`src/rtl/idu_mt.sv`:
```
// Multi-thread RV32I decode stage: combinational decoder feeding a 2-entry
// thread-tagged in-order output buffer with per-thread flush.
module idu_mt #(
  parameter  int XLEN    = 32,
  parameter  int THREADS = 4,
  localparam int TID_W   = $clog2(THREADS)
) (
  input  logic             clk,
  input  logic             rst,
  input  logic             in_valid_i,
  output logic             in_ready_o,
  input  logic [31:0]      in_inst_i,
  input  logic [XLEN-1:0]  in_pc_i,
  input  logic [TID_W-1:0] in_tid_i,
  input  logic             flush_i,
  input  logic [TID_W-1:0] flush_tid_i,
  output logic             out_valid_o,
  input  logic             out_ready_i,
  output logic [TID_W-1:0] out_tid_o,
  output logic [XLEN-1:0]  out_pc_o,
  output logic             out_rs1_en_o,
  output logic             out_rs2_en_o,
  output logic             out_rd_en_o,
  output logic [4:0]       out_rs1_o,
  output logic [4:0]       out_rs2_o,
  output logic [4:0]       out_rd_o,
  output logic [3:0]       out_class_o,
  output logic [2:0]       out_fn3_o,
  output logic             out_sub_o,
  output logic             out_sra_o,
  output logic             out_imm_src_o,
  output logic [XLEN-1:0]  out_imm_o,
  output logic             out_illegal_o
);

  typedef enum logic [3:0] {
    CL_ALU   = 4'd0,
    CL_BR    = 4'd1,
    CL_JAL   = 4'd2,
    CL_JALR  = 4'd3,
    CL_LUI   = 4'd4,
    CL_AUIPC = 4'd5,
    CL_LOAD  = 4'd6,
    CL_STORE = 4'd7,
    CL_FENCE = 4'd8,
    CL_SYS   = 4'd9
  } uop_class_e;

  typedef struct packed {
    logic [TID_W-1:0] tid;
    logic [XLEN-1:0]  pc;
    logic             rs1_en;
    logic             rs2_en;
    logic             rd_en;
    logic [4:0]       rs1;
    logic [4:0]       rs2;
    logic [4:0]       rd;
    uop_class_e       cls;
    logic [2:0]       fn3;
    logic             sub;
    logic             sra;
    logic             imm_src;
    logic [XLEN-1:0]  imm;
    logic             illegal;
  } uop_t;

  logic [6:0]  opc;
  logic [2:0]  fn3;
  logic [6:0]  fn7;
  logic [31:0] imm_i, imm_s, imm_b, imm_u, imm_j, imm_sh;
  logic [31:0] imm32;
  uop_t        dec;

  assign opc    = in_inst_i[6:0];
  assign fn3    = in_inst_i[14:12];
  assign fn7    = in_inst_i[31:25];
  assign imm_i  = {{20{in_inst_i[31]}}, in_inst_i[31:20]};
  assign imm_s  = {{20{in_inst_i[31]}}, in_inst_i[31:25], in_inst_i[11:7]};
  assign imm_b  = {{19{in_inst_i[31]}}, in_inst_i[31], in_inst_i[7], in_inst_i[30:25],
                   in_inst_i[11:8], 1'b0};
  assign imm_u  = {in_inst_i[31:12], 12'b0};
  assign imm_j  = {{11{in_inst_i[31]}}, in_inst_i[31], in_inst_i[19:12], in_inst_i[20],
                   in_inst_i[30:21], 1'b0};
  assign imm_sh = {27'b0, in_inst_i[24:20]};

  // Combinational decode of the offered instruction into a uop.
  always_comb begin
    dec         = '0;
    imm32       = '0;
    dec.tid     = in_tid_i;
    dec.pc      = in_pc_i;
    dec.rs1     = in_inst_i[19:15];
    dec.rs2     = in_inst_i[24:20];
    dec.rd      = in_inst_i[11:7];
    dec.fn3     = fn3;
    dec.cls     = CL_ALU;
    unique case (opc)
      7'b0110011: begin // OP
        dec.rs1_en  = 1'b1;
        dec.rs2_en  = 1'b1;
        dec.rd_en   = 1'b1;
        dec.sub     = (fn3 == 3'b000 && fn7[5]) || fn3 == 3'b010 || fn3 == 3'b011;
        dec.sra     = (fn3 == 3'b101) && fn7[5];
        dec.illegal = !(fn7 == 7'b0000000 ||
                        (fn7 == 7'b0100000 && (fn3 == 3'b000 || fn3 == 3'b101)));
      end
      7'b0010011: begin // OP-IMM
        dec.rs1_en  = 1'b1;
        dec.rd_en   = 1'b1;
        dec.imm_src = 1'b1;
        dec.sub     = (fn3 == 3'b010) || (fn3 == 3'b011);
        if (fn3 == 3'b001 || fn3 == 3'b101) begin
          imm32       = imm_sh;
          dec.sra     = (fn3 == 3'b101) && fn7[5];
          dec.illegal = (fn3 == 3'b001) ? (fn7 != 7'b0000000)
                                        : !(fn7 == 7'b0000000 || fn7 == 7'b0100000);
        end else begin
          imm32 = imm_i;
        end
      end
      7'b0110111: begin // LUI
        dec.cls     = CL_LUI;
        dec.rd_en   = 1'b1;
        dec.imm_src = 1'b1;
        imm32       = imm_u;
      end
      7'b0010111: begin // AUIPC
        dec.cls     = CL_AUIPC;
        dec.rd_en   = 1'b1;
        dec.imm_src = 1'b1;
        imm32       = imm_u;
      end
      7'b1101111: begin // JAL
        dec.cls     = CL_JAL;
        dec.rd_en   = 1'b1;
        dec.imm_src = 1'b1;
        imm32       = imm_j;
      end
      7'b1100111: begin // JALR
        dec.cls     = CL_JALR;
        dec.rs1_en  = 1'b1;
        dec.rd_en   = 1'b1;
        dec.imm_src = 1'b1;
        imm32       = imm_i;
      end
      7'b1100011: begin // BRANCH
        dec.cls     = CL_BR;
        dec.rs1_en  = 1'b1;
        dec.rs2_en  = 1'b1;
        dec.sub     = 1'b1;
        imm32       = imm_b;
        dec.illegal = (fn3 == 3'b010) || (fn3 == 3'b011);
      end
      7'b0000011: begin // LOAD
        dec.cls     = CL_LOAD;
        dec.rs1_en  = 1'b1;
        dec.rd_en   = 1'b1;
        dec.imm_src = 1'b1;
        imm32       = imm_i;
        dec.illegal = (fn3 == 3'b011) || (fn3 == 3'b110) || (fn3 == 3'b111);
      end
      7'b0100011: begin // STORE
        dec.cls     = CL_STORE;
        dec.rs1_en  = 1'b1;
        dec.rs2_en  = 1'b1;
        dec.imm_src = 1'b1;
        imm32       = imm_s;
        dec.illegal = (fn3 >= 3'b011);
      end
      7'b0001111: begin // MISC-MEM
        dec.cls = CL_FENCE;
        imm32   = imm_i;
      end
      7'b1110011: begin // SYSTEM
        dec.cls     = CL_SYS;
        imm32       = imm_i;
        dec.rd_en   = (fn3 != 3'b000);
        dec.rs1_en  = (fn3 != 3'b000) && !fn3[2];
        dec.imm_src = fn3[2];
        if (fn3 == 3'b000)
          dec.illegal = !(in_inst_i[31:7] == 25'h0000000 || in_inst_i[31:7] == 25'h0002000);
        else
          dec.illegal = (fn3 == 3'b100);
      end
      default: dec.illegal = 1'b1;
    endcase
    dec.imm = XLEN'($signed(imm32));
    if (dec.illegal) begin
      dec.rs1_en = 1'b0;
      dec.rs2_en = 1'b0;
      dec.rd_en  = 1'b0;
    end
    if (dec.rd == 5'd0) dec.rd_en = 1'b0;
  end

  uop_t e0_q, e0_d, e1_q, e1_d;
  logic v0_q, v0_d, v1_q, v1_d;
  logic pop, push, kill0, kill1, keep0, keep1;

  assign in_ready_o = !(v0_q && v1_q);
  assign pop        = v0_q && out_ready_i;
  assign push       = in_valid_i && in_ready_o && !(flush_i && in_tid_i == flush_tid_i);
  assign kill0      = flush_i && (e0_q.tid == flush_tid_i);
  assign kill1      = flush_i && (e1_q.tid == flush_tid_i);
  assign keep0      = v0_q && !pop && !kill0;
  assign keep1      = v1_q && !kill1;

  // Buffer next state: drop popped/flushed entries, compact survivors to the head, then append.
  always_comb begin
    e0_d = e0_q;
    e1_d = e1_q;
    v0_d = 1'b0;
    v1_d = 1'b0;
    if (keep0) begin
      v0_d = 1'b1;
      if (keep1) begin
        v1_d = 1'b1;
      end else if (push) begin
        v1_d = 1'b1;
        e1_d = dec;
      end
    end else if (keep1) begin
      v0_d = 1'b1;
      e0_d = e1_q;
      if (push) begin
        v1_d = 1'b1;
        e1_d = dec;
      end
    end else if (push) begin
      v0_d = 1'b1;
      e0_d = dec;
    end
  end

  // Buffer state registers.
  always_ff @(posedge clk or negedge rst) begin
    if (!rst) begin
      e0_q <= '0;
      e1_q <= '0;
      v0_q <= 1'b0;
      v1_q <= 1'b0;
    end else begin
      e0_q <= e0_d;
      e1_q <= e1_d;
      v0_q <= v0_d;
      v1_q <= v1_d;
    end
  end

  assign out_valid_o   = v0_q;
  assign out_tid_o     = e0_q.tid;
  assign out_pc_o      = e0_q.pc;
  assign out_rs1_en_o  = e0_q.rs1_en;
  assign out_rs2_en_o  = e0_q.rs2_en;
  assign out_rd_en_o   = e0_q.rd_en;
  assign out_rs1_o     = e0_q.rs1;
  assign out_rs2_o     = e0_q.rs2;
  assign out_rd_o      = e0_q.rd;
  assign out_class_o   = e0_q.cls;
  assign out_fn3_o     = e0_q.fn3;
  assign out_sub_o     = e0_q.sub;
  assign out_sra_o     = e0_q.sra;
  assign out_imm_src_o = e0_q.imm_src;
  assign out_imm_o     = e0_q.imm;
  assign out_illegal_o = e0_q.illegal;

endmodule

```
`config.mk`:
```
export PLATFORM = sky130hd
export DESIGN_NAME = idu_mt
export DESIGN_NICKNAME = d
export VERILOG_FILES = /design/src/rtl/idu_mt.sv
export SDC_FILE = /design/constraint.sdc
export NUM_CORES = 1
export LEC_CHECK = 0
export ABC_AREA = 1
export CELL_PAD_IN_SITES_DETAIL_PLACEMENT = 1
export CELL_PAD_IN_SITES_GLOBAL_PLACEMENT = 1
export CORE_MARGIN = 2
export CORE_UTILIZATION = 35
export CTS_BUF_LIST = sky130_fd_sc_hd__clkbuf_16
export DETAILED_ROUTE_END_ITERATION = 16
export PLACE_DENSITY_LB_ADDON = 0.1
export SYNTH_ARGS = -nofsm -noshare
export SYNTH_HDL_FRONTEND = slang
export SYNTH_SLANG_ARGS = --single-unit
```
`constraint.sdc`:
```
create_clock -name clk -period 1.8 [get_ports clk]
set_clock_uncertainty 0.2 [all_clocks]
set_input_delay 0.36 -clock clk [delete_from_list [all_inputs] [get_ports clk]]
set_output_delay 0.36 -clock clk [all_outputs]
set_load 0.02 [all_outputs]
```
==> key figures, run 1 <==
Status
  – Status: complete, but fails checks
  – Failing checks: negative setup slack

Logic synthesis
  – Mux contribution to synthesized area: 0%
  – Synth unique cells: 28
  – Synth top area share: 52.7%
  – Synthesized cell area: roughly 9100 um^2
  – Async SR Flop Fraction: 100%
  – Compound-Gate Fraction of Synth Area: 16.8%
  – Syn_nets: 1241
  – Post-Synth Adder-Cell Area: 0%
  – Synthesized area per cell: 7.80 um^2
  – Synthesized instance count: 1168
  – Top cells by area, synth: dfrtp_1 (53%), nand2_1 (16%), o21ai_1 (7.3%)
  – Top cells by count, synth: nand2_1 (395), dfrtp_1 (192), o21ai_1 (133), o21ai_0 (122), inv_1 (99)
  – Main combinational cell family by area after synthesis: simple AND/OR/NAND/NOR gates
  – Most frequent cell after synthesis: nand2_1
  – #FFs+latches synth: 192
  – Ys flop type: dfrtp_1
  – Dominant cell type by area after synthesis: dfrtp_1
  – Simple-gate area share of the yosys netlist: 21.9%
  – YS warnings: 0
  – EDFF count, synth: 0
  – Sequential area share after synthesis: 52.7%
  – Synth Area in XOR/XNOR: 0%

STA
  – Peak Freq: between 400 and 500 MHz
  – Final setup margin: -373 ps
  – Hold_ws: 211 ps
  – Shortest period the worst path allows: between 2000 and 2500 ps
  – Final Hold Fails: 0
  – # setup viols final: 200
  – TNS Setup: -50910 ps
  – Worst Tran Pin Value: between 400 and 500 ps
  – RSZ-0062 raised after global routing: yes
  – Period utilisation layout: 121%
  – Worst slew margin: 69.7%
  – Max Slew Vio Count: 0

Worst setup path
  – Crit-path leading delay family: simple AND/OR/NAND/NOR gates
  – CP Max Fanout: 4
  – Critical Path Start Type: input port
  – Crit-path most repeated cell: nand2_1
  – Worst Path Buf+Inv: 3
  – R2R Setup Slk: -350 ps
  – Worst r2r path cells: 9
  – Crit Path Category: input port to flip-flop
  – Slowest cell on crit path: nor3_4
  – Crit end category: flip-flop
  – Critical path's largest stage delay: 350 ps
  – Worst R2R Start: e1_q[94]$_DFFE_PN0P_
  – Crit Reg-Reg Endpoint: out_pc_o[10]$_DFFE_PN0P_
  – WP data arrival: roughly 2300 ps
  – Worst path required time: 1930 ps
  – CP Cell Sequence: clkdlybuf4s15_1 -> inv_1 -> nand2_1 -> nor2_2 -> nand2_1 -> buf_4 -> nand2_1 -> nor3_4 -> nand2_2 -> nand2_1 -> nand2_1 -> o21ai_1 -> nand2_1

Die
  – Die W: ~170 um
  – Die area: approximately 27000 um^2
  – Core area: 25800 um^2
  – Starting density of the core: between 30% and 40%
  – Die height: approximately 170 um
  – Row cnt: around 60
  – # IOs: 170

Clock tree
  – CTS tree: yes
  – Root Driver: clkbuf_16
  – CTS buffer count: 17
  – Clock-pin slew on the worst setup and hold paths: 80 ps
  – H-Tree Depth: 4
  – Clock sinks: 192
  – Clock Tree Buf Depth: 2
  – Clk_lat worst skew: ~460 ps

Drt
  – Drt total wl: 51900 um
  – 1st-pass router iterations: 5
  – Vias/cell: around 5.6
  – Final ANT Viol Nets: 0
  – Via count: 10600
  – Drt wl/cell: 27.6 um
  – Drt initial violations: 791
  – Drc violations: 0

Final layout
  – Share of cells above drive strength 1: 45.3%
  – Util after Layout: around two thirds
  – # nets final: 1604
  – Area grow syn2layout: 86.1%

Run
  – Max Cap Violations: 0

Place
  – Final HPWL DP: 21000 um
  – DP Worst Slack: -824 ps
  – Port buffer count: 169
  – RePlAce Congestion: 0.874

Power and ir drop
  – Logic pwr share: 57.5%
  – Clock power frac: approximately 15%
  – P_leak: 8.46 nW
  – Sw Share: 44.6%
  – Peak supply drop: about 0.74 mV
  – Sw Pwr: around 12 mW
  – Total power: around 27 mW
  – P_int: 14.9 mW
  – Flop pwr share: roughly 28%
  – Pwr Density: 1580 nW/um^2

Worst hold path
  – Worst hold path class: input port to async pin

Global route
  – Largest net degree at the start of global routing: 45
  – Total grt overflow: 0
  – Vias in the first global route: between 10000 and 15000
  – Antenna violations before repair: 1
  – Total track usage: 32.8%
  – First-pass GRT wire length: between 60000 and 70000 um
==> cell type report <==
type	count	area [um^2]
repair inverters	5	93.8
well taps	335	419
clock buffers	17	425
diodes	1	2.50
clock inverters	13	146
multi-input cells	804	5530
flip-flops and latches	192	4800
repair buffers	405	5070
inverters	106	463
fillers	2761	8880
==> metal layers <==
| layer | GRT usage, % | up-vias | share of wire [%] |
|---|---|---|---|
| li1 | - | 4499 | - |
| met1 | 37.3 | 5386 | 37 |
| met2 | 57.6 | 486 | 51 |
| met3 | 5.84 | 216 | 5.3 |
| met4 | 19.5 | 0 | 7.5 |
| met5 | 0 | - | 0 |
==> power groups by stage <==
stage,combinational (mW),sequential (mW),clock (mW)
final,15.5,7.40,4.01
after global routing,16.1,7.54,4.17
after CTS,12.6,6.98,3.94
after detailed placement,8.50,6.98,0
after global placement,8.33,6.94,0
after floorplan,3.34,8.04,0
==> flip-flops by register name (all words and copies together), names as in the netlist, 2 cells and up <==
signal / cells
e1_q: 95
out_class_o: 4
out_fn3_o: 3
out_imm_o: 32
out_pc_o: 32
out_rd_o: 5
out_rs1_o: 5
out_rs2_o: 5
out_tid_o: 2
==> through the flow <==
stage,cells,cell area [um^2]
global route,1878,17000
detailed placement,1734,12100
finish,1878,17000
global placement,1734,12100
CTS,1861,15600
floorplan,1168,9110
==> worst register-to-register path: stages, from the launching register on <==
cell and delay [ps]:
dfrtp_1 440, a21oi_2 190, o2111ai_2 170, nand2_4 190, buf_8 160, buf_12 130, inv_16 60, buf_6 160
o21ai_0 230, o21ai_1 120
==> kinds of logic (layout without fill, tap and decap cells) <==
kind of cell,after synthesis,count (layout)
compound gates,299,299
other cells,0,1
buf+inv,173,546
flops,192,192
simple gates,504,505
==> repair_timing <==
item,in CTS,in global routing
pin swaps,92,62
endpoints found under the setup margin,288,205
setup buffers,48,15
gates cloned,52,13
hold buffers,1,0
resized for setup,549,392
hold endpoints to repair,39,0
==> cell usage in the layout (no fill, tap or decap), types with 27 or more instances in the layout <==
| master | instances |
|---|---|
| o21ai_2 | 135 |
| clkbuf_16 | 28 |
| clkdlybuf4s50_1 | 56 |
| o21ai_1 | 92 |
| dfrtp_1 | 192 |
| buf_12 | 40 |
| inv_1 | 94 |
| buf_16 | 45 |
| nand2_1 | 226 |
| nand2_2 | 78 |
| nand2_4 | 97 |
| nor2_1 | 27 |
| buf_4 | 109 |
| dlygate4sd2_1 | 94 |
==> how the worst max path moves through the flow <==
| stage | to | cells after the start | startpoint |
|---|---|---|---|
| floorplan | out_pc_o[10]$_DFFE_PN0P_ | 9 | out_valid_o$_DFF_PN0_ |
| global placement | e1_q[32]$_DFFE_PN0P_ | 9 | flush_tid_i[0] |
| detailed placement | e1_q[32]$_DFFE_PN0P_ | 9 | flush_tid_i[0] |
| CTS | e1_q[20]$_DFFE_PN0P_ | 11 | e1_q[94]$_DFFE_PN0P_ |
| global route | out_imm_o[1]$_DFFE_PN0P_ | 13 | in_inst_i[3] |
| finish | out_imm_o[1]$_DFFE_PN0P_ | 13 | in_inst_i[3] |
Note: power is estimated with default switching activity, not from simulation.
==> inputs of run 2 (changes only) <==
SETUP_SLACK_MARGIN = 0.4   (was not set)
==> run 2 against run 1 <==
Net effect:
- the run still ends with negative setup slack left
- via count fell by 11%
- combinational power down 23%
- global-route usage fell by 8.4 points
==> key figures, run 2 (synthesized netlist as in run 1, its figures left out) <==
Drt
  – Final ANT Viol Nets: 0 (unchanged)
  – Drt initial violations: 507 (was 791)
  – Metal2 WL: 18700 um (was 26200 um)
  – Vias/cell: 5.06 (was 5.64)
  – Via count: 9451 (was 10600)
  – Detail Route met3 WL: 1380 um (was 2760 um)
  – 1st-pass router iterations: 4 (was 5)
  – Drc violations: 0 (unchanged)
  – Drt wl/cell: 19.6 um (was 27.6 um)
  – Drt total wl: 36600 um (was 51900 um)
  – Top Layer Used: met4 (unchanged)
  – Met1 WL: 15700 um (was 19000 um)

Clock tree
  – CTS buffer count: 17 (unchanged)
  – Clock Tree Buf Depth: 2 (unchanged)
  – Clock sinks: 192 (unchanged)
  – Clock-pin slew on the worst setup and hold paths: 80 ps (about the same)
  – Root Driver: clkbuf_16 (unchanged)
  – H-Tree Depth: 4 (unchanged)
  – CTS tree: yes (unchanged)
  – Clk_lat worst skew: 440 ps (was 460 ps)

Power and ir drop
  – Peak supply drop: 0.798 mV (was 0.742 mV)
  – Pwr Density: 1530 nW/um^2 (was 1580 nW/um^2)
  – P_leak: 7.52 nW (was 8.46 nW)

STA
  – Final Hold Fails: 0 (unchanged)
  – Shortest period the worst path allows: 2020 ps (was 2170 ps)
  – Worst slew margin: 71.8% (was 69.7%)
  – # setup viols final: 192 (was 200)
  – Final setup margin: -216 ps (was -373 ps)
  – Period utilisation layout: 112% (was 121%)
  – TNS Setup: -24070 ps (was -50910 ps)
  – Worst Tran Pin Value: 421 ps (was 452 ps)
  – RSZ-0062 raised after global routing: yes (unchanged)
  – Peak Freq: 496 MHz (was 460 MHz)
  – Max Slew Vio Count: 0 (unchanged)

Final layout
  – Share of cells above drive strength 1: 34.5% (was 45.3%)
  – Register name with the most flops: e1_q (unchanged)
  – # nets final: 1592 (was 1604)
  – Fin area: 14900 um^2 (was 17000 um^2)
  – Non-filler cells, final: 1867 (was 1878)
  – Fillers: 2992 (was 2761)
  – Antenna diodes: 0 (was 1)
  – Area grow syn2layout: 64.0% (was 86.1%)
  – Util after Layout: 57.9% (was 65.6%)
  – Most common cell after layout, fill and taps aside: nand2_1 (unchanged)
  – Commonest non-fill, non-tap cells in the layout: nand2_1 (329), dfrtp_1 (189), buf_4 (160), o21ai_1 (132), inv_1 (93) (was nand2_1 (226), dfrtp_1 (192), o21ai_2 (135), buf_4 (109), nand2_4 (97))
  – Largest register FFs: 95 (unchanged)

Worst setup path
  – Critical Path Start Type: flip-flop (was input port)
  – Worst r2r path cells: 10 (was 9)
  – Worst path required time: 1980 ps (was 1930 ps)
  – WP data arrival: 2200 ps (was 2300 ps)
  – Crit Path Category: flip-flop to flip-flop (was input port to flip-flop)
  – CP Max Fanout: 6 (was 4)
  – Crit end category: flip-flop (unchanged)

Die
  – Die W: 165 um (unchanged)
  – Core area: 25800 um^2 (unchanged)
  – Die area: 27300 um^2 (unchanged)
  – Die height: 165 um (unchanged)
  – Starting density of the core: 35.3% (unchanged)
  – Row cnt: 59 (unchanged)
  – # IOs: 170 (unchanged)

Worst hold path
  – Hold Path Stages: 4
  – Worst hold path class: input port to flip-flop (was input port to async pin)

Global route
  – Total grt overflow: 0 (unchanged)
  – First-pass GRT wire length: 51000 um (was 66300 um)
  – Vias in the first global route: 9253 (was 11000)
  – Total track usage: 24.4% (was 32.8%)
  – Largest net degree at the start of global routing: 52 (was 45)
  – Antenna violations before repair: 0 (was 1)

Status
  – Status: complete, but fails checks (unchanged)
  – Failing checks: negative setup slack (unchanged)

Place
  – Port buffer count: 169 (unchanged)
  – Placed cell count: 1746 (was 1734)
  – Final HPWL DP: 21400 um (was 21000 um)
  – Dpl cell area: 12200 um^2 (was 12100 um^2)
  – DP Worst Slack: -825 ps (was -824 ps)
  – RePlAce Congestion: 0.904 (was 0.874)

Run
  – Max Cap Violations: 0 (unchanged)
[run 2: cell count changes in the layout (fill, tap and decap cells not counted), moves of 16 or more]
cell           change
nand2_1          +103
o21ai_0           +53
buf_4             +51
nand2_2           -33
o21ai_1           +40
dlygate4sd2_1     -61
buf_16            -27
buf_6             +67
buf_12            -16
nand2_4           -70
a21oi_1           +20
o21ai_2           -87
[run 2: area by class of cell]
cell class	instances	area (um^2)	area share (%)
Clock inverter	15	148	0.988
Inverter	106	442	2.95
Timing Repair Buffer	397	4450	29.8
Multi-Input combinational cell	804	4240	28.4
Timing Repair inverter	1	11.3	0.0753
Sequential cell	192	4810	32.2
Clock buffer	17	425	2.85
Tap cell	335	419	2.80
[run 2: metal layers]
metal  GRT usage, %  up-vias
met2           41.7      204
met4           5.84        0
met5              0        -
li1               -     4448
met3           3.27       49
met1           32.9     4750
[run 2: worst paths after layout]
| kind | start | to | slack [ps] |
|---|---|---|---|
| setup / recovery | e1_q[94]$_DFFE_PN0P_ | e1_q[27]$_DFFE_PN0P_ | -220 |
| hold / removal | in_inst_i[27] | e1_q[8]$_DFFE_PN0P_ | 170 |
| setup reg to reg | e1_q[94]$_DFFE_PN0P_ | e1_q[27]$_DFFE_PN0P_ | -220 |
| hold reg to reg | out_rs2_en_o$_DFFE_PN0P_ | out_rs2_en_o$_DFFE_PN0P_ | 270 |
| max in group asynchronous | rst | e1_q[75]$_DFFE_PN0P_ | 620 |
| min in group asynchronous | rst | e1_q[65]$_DFFE_PN0P_ | 200 |
[run 2: critical path, stage by stage (launching register included)]
cell and delay (ps):
dfrtp_1 440, o2111ai_2 220, nand2_2 110, buf_6 140, a21oi_4 140, buf_12 190
buf_12 160, buf_12 110, buf_16 110, nand2_1 60, nand2_1 60
[run 2: timing repair]
action / in CTS / in global routing
setup buffers: 15 / 41
hold buffers: 1 / 0
pin swaps: 20 / 22
setup endpoints to repair: 289 / 289
gates cloned: 15 / 17
hold endpoints to repair: 106 / 0
gates resized for setup: 380 / 421
[run 2: power by group]
group          switching (mW)  internal [mW]  total, mW
Combinational            6.09           5.80       11.9
Clock                    1.96           1.85       3.81
Sequential               1.12           6.02       7.14
Total                    9.18           13.7       22.9
[run 2: through the flow]
stage / total power, mW / hold WS [ps]
5_1_grt: 24.2 / 181
3_5_place_dp: 15.7 / 111
4_1_cts: 20.3 / 182
6_report: 22.9 / 165
3_3_place_gp: 15.4 / 108
2_1_floorplan: 11.5 / -136
==> inputs of run 3 (changes only) <==
CORE_ASPECT_RATIO = 0.75   (was not set)
==> run 3 against run 2 <==
Net effect:
- the flow still finishes with violations (negative setup slack)
- global-route usage is 0.79 points higher
- largest power group unchanged
- via count is 0.71% lower
- sequential power is 0.6% lower
- flip-flop and latch count stayed put
==> key figures, run 3 (synthesized netlist as in run 1, its figures left out) <==
Drt
  – Drt initial violations: 553 (was 507)
  – Final ANT Viol Nets: 0 (unchanged)
  – Drc violations: 0 (unchanged)
  – 1st-pass router iterations: 5 (was 4)
  – Drt total wl: 36700 um (was 36600 um)
  – Vias/cell: 5.03 (was 5.06)
  – Drt wl/cell: 19.7 um (was 19.6 um)
  – Via count: 9384 (was 9451)

Power and ir drop
  – Peak supply drop: 0.786 mV (was 0.798 mV)
  – P_leak: 7.43 nW (was 7.52 nW)
  – Total power: 22.7 mW (was 22.9 mW)
  – Pwr Density: 1520 nW/um^2 (was 1530 nW/um^2)

Place
  – Final HPWL DP: 22600 um (was 21400 um)
  – RePlAce Congestion: 0.888 (was 0.904)
  – Dpl cell area: 12400 um^2 (was 12200 um^2)
  – DP Worst Slack: -942 ps (was -825 ps)
  – Placed cell count: 1772 (was 1746)
  – Port buffer count: 169 (unchanged)

Global route
  – Total grt overflow: 0 (unchanged)
  – Vias in the first global route: 9443 (was 9253)
  – Antenna violations before repair: 0 (unchanged)
  – Total track usage: 25.2% (was 24.4%)
  – Largest net degree at the start of global routing: 65 (was 52)
  – First-pass GRT wire length: 52400 um (was 51000 um)

Worst setup path
  – WP data arrival: 2120 ps (was 2200 ps)
  – Crit Path Category: flip-flop to flip-flop (unchanged)
  – Crit end category: flip-flop (unchanged)
  – Worst path required time: 1960 ps (was 1980 ps)
  – R2R Setup Slk: -160 ps (was -220 ps)
  – Worst r2r path cells: 8 (was 10)
  – CP Max Fanout: 6 (unchanged)
  – Worst R2R Start: out_tid_o[0]$_DFFE_PN0P_ (was e1_q[94]$_DFFE_PN0P_)
  – Critical Path Start Type: flip-flop (unchanged)
  – Crit Reg-Reg Endpoint: e1_q[20]$_DFFE_PN0P_ (was e1_q[27]$_DFFE_PN0P_)

STA
  – Period utilisation layout: 109% (was 112%)
  – Worst slew margin: 75.3% (was 71.8%)
  – Max Slew Vio Count: 0 (unchanged)
  – Final setup margin: -162 ps (was -216 ps)
  – Peak Freq: 510 MHz (was 496 MHz)
  – Final Hold Fails: 0 (unchanged)
  – RSZ-0062 raised after global routing: yes (unchanged)
  – Shortest period the worst path allows: 1960 ps (was 2020 ps)
  – Worst Tran Pin Value: 371 ps (was 421 ps)
  – # setup viols final: 191 (was 192)

Die
  – Starting density of the core: 35.4% (was 35.3%)
  – Row cnt: 51 (was 59)
  – # IOs: 170 (unchanged)
  – Die height: 144 um (was 165 um)
  – Core area: 25800 um^2 (about the same)
  – Die area: 27400 um^2 (was 27300 um^2)
  – Die W: 190 um (was 165 um)

Run
  – Max Cap Violations: 0 (unchanged)

Final layout
  – Util after Layout: 57.8% (was 57.9%)
  – Fillers: 2942 (was 2992)
  – Non-filler cells, final: 1866 (was 1867)
  – Antenna diodes: 0 (unchanged)
  – Register name with the most flops: e1_q (unchanged)
  – Commonest non-fill, non-tap cells in the layout: nand2_1 (302), dfrtp_1 (189), o21ai_1 (144), buf_4 (135), inv_1 (96) (was nand2_1 (329), dfrtp_1 (189), buf_4 (160), o21ai_1 (132), inv_1 (93))
  – Most common cell after layout, fill and taps aside: nand2_1 (unchanged)
  – Area grow syn2layout: 63.6% (was 64.0%)
  – Share of cells above drive strength 1: 34.5% (about the same)
  – Fin area: 14900 um^2 (about the same)
  – Largest register FFs: 95 (unchanged)
  – # nets final: 1582 (was 1592)

Status
  – Failing checks: negative setup slack (unchanged)
  – Status: complete, but fails checks (unchanged)

Clock tree
  – H-Tree Depth: 4 (unchanged)
  – Clock sinks: 192 (unchanged)
  – CTS tree: yes (unchanged)
  – CTS buffer count: 17 (unchanged)
  – Clk_lat worst skew: 440 ps (about the same)
  – Root Driver: clkbuf_16 (unchanged)
  – Clock Tree Buf Depth: 2 (unchanged)
  – Clock-pin slew on the worst setup and hold paths: 70 ps (was 80 ps)

Worst hold path
  – Worst hold path class: input port to async pin (was input port to flip-flop)
## run 3: worst max path at each step
stage,startpoint,end,slack (ps)
floorplan,out_tid_o[0]$_DFFE_PN0P_,out_pc_o[10]$_DFFE_PN0P_,70
global placement,in_inst_i[6],out_imm_src_o$_DFFE_PN0P_,-990
detailed placement,in_inst_i[4],out_imm_src_o$_DFFE_PN0P_,-940
CTS,e1_q[94]$_DFFE_PN0P_,e1_q[15]$_DFFE_PN0P_,-90
global route,out_tid_o[0]$_DFFE_PN0P_,out_imm_o[18]$_DFFE_PN0P_,-260
finish,out_tid_o[0]$_DFFE_PN0P_,e1_q[20]$_DFFE_PN0P_,-160
## run 3: what timing repair did
action                                  4_1_cts  5_1_grt
endpoints found under the hold margin       157        0
setup buffers                                24        7
hold buffers                                  1        0
resized for setup                           474      204
cloned                                       14       16
pin swaps                                    30       23
endpoints found under the setup margin      289      289
## run 3: per-layer routing
metal | routed length, um | track usage (%) | up-vias
li1 | - | - | 4429
met4 | 399 | 5.18 | 0
met3 | 1560 | 3.98 | 26
met2 | 17400 | 40.4 | 176
met5 | 0 | 0 | -
met1 | 17300 | 36.0 | 4753
## run 3: power breakdown
part	leakage, nW	switching, mW	internal [mW]
clock	0.265	1.78	1.90
combinational	4.70	6.37	5.56
sequential	2.46	1.07	6.02
## run 3: area by class of cell
| class | count | area, um^2 | share of cell area [%] |
|---|---|---|---|
| Sequential cell | 192 | 4810 | 32.2 |
| Multi-Input combinational cell | 805 | 4410 | 29.5 |
| Timing Repair Buffer | 386 | 4300 | 28.8 |
| Tap cell | 344 | 430 | 2.89 |
| Clock buffer | 17 | 425 | 2.85 |
| Inverter | 106 | 413 | 2.77 |
| Clock inverter | 15 | 120 | 0.806 |
| Timing Repair inverter | 1 | 6.26 | 0.0420 |
## run 3: through the flow
stage | TNS (ps) | hold WS, ps
2_1_floorplan | 0 | -136
3_3_place_gp | -121620 | 78.9
3_5_place_dp | -129550 | 81.7
4_1_cts | -9490 | 164
5_1_grt | -34440 | 172
6_report | -17510 | 174
## run 3: critical path: stages, from the launching register on
cell       delay [ps]
dfrtp_2           450
o2111ai_4         230
nand3b_4          150
a21oi_4           290
buf_12            160
buf_16            140
buf_12            130
nand2_2            40
o21ai_1            90
